===== src/rtl/snek_pkg.sv =====
// Shared types for the snake game control path: sequencer state encoding,
// move-result codes and the bundle of phase strobes.
package snek_pkg;

    typedef enum logic [2:0] {
        IDLE  = 3'd0,
        SETUP = 3'd1,
        DELAY = 3'd2,
        MOVE  = 3'd3,
        CHECK = 3'd4,
        SPAWN = 3'd5,
        LOSE  = 3'd6
    } msm_state_t;

    localparam logic [1:0] MV_OK      = 2'b00;
    localparam logic [1:0] MV_EAT     = 2'b01;
    localparam int         MV_DIE_BIT = 1;

    typedef struct packed {
        logic set_up;
        logic move;
        logic spawn;
        logic lose;
        logic delay;
    } msm_go_t;

    function automatic msm_go_t msm_decode(input msm_state_t s);
        msm_go_t g;
        g = '0;
        unique case (s)
            SETUP:   g.set_up = 1'b1;
            MOVE:    g.move   = 1'b1;
            SPAWN:   g.spawn  = 1'b1;
            LOSE:    g.lose   = 1'b1;
            DELAY:   g.delay  = 1'b1;
            default: g        = '0;
        endcase
        return g;
    endfunction

endpackage


===== src/rtl/main_state_machine.sv =====
// Snake game sequencer: walks setup/delay/move/check/spawn/lose and strobes
// one datapath block per phase. Optional debug port under MSM_STATE_OUT_EN.
module main_state_machine
    import snek_pkg::*;
#(
    parameter bit SPAWN_ON_START = 1'b1
) (
    input  logic       clk,
    input  logic       reset,
    input  logic       setUpDone,
    input  logic [1:0] movementLogic,
    input  logic       replay,
    input  logic       delayDone,
`ifdef MSM_STATE_OUT_EN
    output logic [2:0] state_dbg,
`endif
    output logic       setUpGo,
    output logic       moveGo,
    output logic       spawnGo,
    output logic       loseGo,
    output logic       delayGo
);

    msm_state_t state_q;
    msm_state_t state_d;
    msm_go_t    go_q;
    msm_go_t    go_d;

    always_comb begin
        state_d = IDLE;
        case (state_q)
            IDLE:  state_d = SETUP;
            SETUP: begin
                if (!setUpDone)
                    state_d = SETUP;
                else if (SPAWN_ON_START)
                    state_d = SPAWN;
                else
                    state_d = DELAY;
            end
            DELAY: state_d = delayDone ? MOVE : DELAY;
            MOVE:  state_d = CHECK;
            CHECK: begin
                if (movementLogic[MV_DIE_BIT])
                    state_d = LOSE;
                else if (movementLogic == MV_EAT)
                    state_d = SPAWN;
                else
                    state_d = DELAY;
            end
            SPAWN: state_d = DELAY;
            LOSE:  state_d = replay ? SETUP : LOSE;
            default: state_d = IDLE;
        endcase
    end

    // Strobes are registered from the next state so they track state_q exactly.
    always_comb begin
        go_d = msm_decode(state_d);
    end

    always_ff @(posedge clk) begin
        if (reset) begin
            state_q <= IDLE;
            go_q    <= '0;
        end else begin
            state_q <= state_d;
            go_q    <= go_d;
        end
    end

    assign setUpGo = go_q.set_up;
    assign moveGo  = go_q.move;
    assign spawnGo = go_q.spawn;
    assign loseGo  = go_q.lose;
    assign delayGo = go_q.delay;

`ifdef MSM_STATE_OUT_EN
    assign state_dbg = state_q;
`endif

endmodule


===== config.mk =====
export PLATFORM = sky130hd
export DESIGN_NAME = main_state_machine
export DESIGN_NICKNAME = d
export VERILOG_FILES = /design/src/rtl/snek_pkg.sv /design/src/rtl/main_state_machine.sv
export SDC_FILE = /design/constraint.sdc
export NUM_CORES = 1
export LEC_CHECK = 0
export CELL_PAD_IN_SITES_DETAIL_PLACEMENT = 1
export CELL_PAD_IN_SITES_GLOBAL_PLACEMENT = 1
export CORE_MARGIN = 3
export CORE_UTILIZATION = 28
export DETAILED_ROUTE_END_ITERATION = 10
export PLACE_DENSITY_LB_ADDON = 0.1
export RECOVER_POWER = 100
export SETUP_SLACK_MARGIN = 0.15
export SYNTH_ARGS = -nofsm -noshare
export SYNTH_HDL_FRONTEND = slang
export SYNTH_SLANG_ARGS = --single-unit

===== constraint.sdc =====
create_clock -name clk -period 1.4 [get_ports clk]
set_input_delay 0.21 -clock clk [delete_from_list [all_inputs] [get_ports clk]]
set_output_delay 0.21 -clock clk [all_outputs]
set_load 0.02 [all_outputs]

==> summary.txt <==
period utilization: 98.8%
status: finished clean
CTS Sinks: 8
non-filler instance count after layout: 74
Comb pwr share: 31.6%
Hold Path Class: in2reg
port bufs: 11
Num CTS Buffers: 3
Remaining Overflow, GRT: 0
I/O pin count: 12
PD cells: 949 nW/um^2
Psw: 0.192 mW
row count: 12
Worst Hold End: state_q[2]
remaining antenna violation count: 0
Avg Cell Area, Syn: 9.82 sq um
initial antenna violation count: 0
placed cell count: 68
RD Place Congestion: 0.882
clk buf depth: 2
post-synthesis register bit count: 8
vias in the first global route: 439
final hold vios: 0
post-cts hold buffer count: 0
Crit path required time: 1540 ps
CORE AREA: 1190 sq um
DR vias: 409
Clock transition at path regs: 50 ps
Initial Util: 32.3%
first-pass GRT wire length: 2000 um
relative slew slack: 70.4%
setup repair after global routing missed its margin: yes
Clock Skew: 7.84 ps
Skew-Pair Late Insertion Delay: 250 ps
overall power: 0.634 mW
post-DP HPWL: 880 um
cell area after synthesis: 383 sq um
Crit-path slowest cell: or3b_1
Hold Startpoint: reset
Die Ht: 43.0 um
CP Capture Type: flop
WL/cell: 16.9 um
Initial DRC Count: 4
maximum clock rate: 723 MHz
top post-synthesis cells by area: dfxtp_1 42%, nor4_1 4.9%, or3b_1 4.6%
kind of critical path: reg2reg
Slew Limit Fails: 0
Hold WS: 334 ps
crit path time final: 1380 ps
worst reg-to-reg setup slack: 20 ps
Seq pwr share: 42.0%
CTS tree: built
Worst setup SP type: flop
vias per inst: 5.53
measured slew at the worst slew-check pin: 443 ps
share of cells above drive strength 1: 43.3%
Synth Net Count: 46
worst r2r path cells: 3
Nets: 69
Syn. warnings: 0
worst path cell trace: or3b_1, o32a_4, nor4_4
Synth area leader: dfxtp_1
worst r2r dst: moveGo
Hold Path Depth: 3
clock power share: 26.5%
Root Buffer: clkbuf_4
Pre-antenna DRT Iters: 4
CTS HTree Levels: 1
Fill cells: 140
total of max-cap violations: 0
largest net degree at the start of global routing: 8
internal power: 0.442 mW
ant diodes: 0
DRC errors left: 0
Net Sw Frac: 30.3%
sequential share of the synthesized area: 41.8%
post-synth cell types: 25
total global-route track usage: 15.2%
Peak VDD IR: 597 uV
LEAKAGE: 0.284 nW
Final setup viols: 0
Die ar.: 1850 sq um
post-synthesis cell count: 39
area fraction of the dominant cell type after synthesis: 41.8%
max incr delay on CP: 370 ps
chip width: 43.0 um
arrival time at the worst endpoint: 1530 ps
area grow syn2layout: 74.5%
reg-to-reg startpoint: state_q[0]
final wirelength: 1250 um
Crit Path Max Fanout: 6
## worst max path at each step
stage          endpoint             start  slack (ps)  cells after the start
6_report         moveGo        state_q[0]          20                      3
5_1_grt          moveGo        state_q[1]         -20                      4
4_1_cts          moveGo             reset          30                      4
3_5_place_dp     moveGo  movementLogic[0]        -360                      4
3_3_place_gp     moveGo  movementLogic[0]        -350                      4
2_1_floorplan    moveGo        state_q[1]         100                      3
## synthesized netlist by cell type
cell,n
nor2_1,3
inv_1,3
nor3b_1,1
a21oi_1,1
dfxtp_1,8
o21bai_1,1
o22ai_1,1
o32a_2,1
or3_4,1
nor3_1,1
or2b_1,1
nand2_1,1
o221ai_1,1
a2111oi_2,1
or3b_1,2
nand2b_2,1
nor4_1,3
and2_2,1
o32a_1,1
a32o_2,1
a211oi_1,1
o32ai_1,1
nand2b_1,1
a32oi_1,1
or2_1,1
## area by class of cell
type / count / area [sq um] / area share (%)
clock buffer: 3 / 22.5 / 3.37
inverter: 3 / 11.3 / 1.69
multi-input combinational: 28 / 285 / 42.7
sequential: 8 / 169 / 25.3
tap: 14 / 17.5 / 2.62
timing repair buffer: 18 / 163 / 24.3
## worst max-delay path, delay by kind of cell, from the launching register on
kind	cells	cell delay [ps]
simple gates	2	660
flops	1	360
compound gates	1	270
## power groups by stage
stage	clock network, mW	logic [mW]	registers [mW]
2_1_floorplan	0	0.0745	0.280
3_3_place_gp	0	0.153	0.268
3_5_place_dp	0	0.159	0.271
4_1_cts	0.176	0.157	0.266
5_1_grt	0.188	0.218	0.268
6_report	0.168	0.200	0.266
## flip-flops by register name (all words and copies together) (netlist names)
register,cells
state_q,3
delayGo,1
loseGo,1
moveGo,1
setUpGo,1
spawnGo,1
## per-layer routing
metal | part of all wire, % | vias to the layer above | wire length (um) | global-route usage [%]
li1 | - | 198 | - | -
met1 | 42 | 193 | 524 | 15.7
met2 | 48 | 14 | 607 | 24.6
met3 | 5.3 | 4 | 67 | 8.90
met4 | 4.3 | 0 | 54 | 6.63
met5 | 0 | - | 0 | 0
## placed cells by master (no fill, tap or decap), types with 2 or more instances in the layout
cell             synthesis  final
clkdlybuf4s50_1          0      2
inv_1                    3      3
or3b_1                   2      2
buf_4                    0      6
dfxtp_1                  8      5
dfxtp_4                  0      2
clkbuf_4                 0      3
dlygate4sd2_1            0      7
nor2_1                   3      2
dlymetal6s2s_1           0      2
## cells by family (layout without fill, tap and decap cells)
family	after synthesis	in the layout	synth area share, %
buf+inv	3	24	2.94
flops	8	8	41.8
compound gates	11	11	26.1
simple gates	17	17	29.1
## timing repair
action                                 4_1_cts  5_1_grt
endpoints found under the hold margin        0        0
buffers inserted                             0        3
gates resized for setup                     10       13
setup endpoints to repair                   12        6
pin swaps                                    3        5
## stage by stage
stage               cell area (sq um)  TNS [ps]  util (%)  setup slack, ps
global route                      668     -33.6      56.3            -24.3
global placement                  548     -1420      46.2             -352
floorplan                         390         0         -             96.5
finish                            668         0      56.3             17.0
CTS                               576         0      48.5             27.4
detailed placement                548     -1770      46.2             -363
No activity file was read; power rests on OpenSTA's default activity.
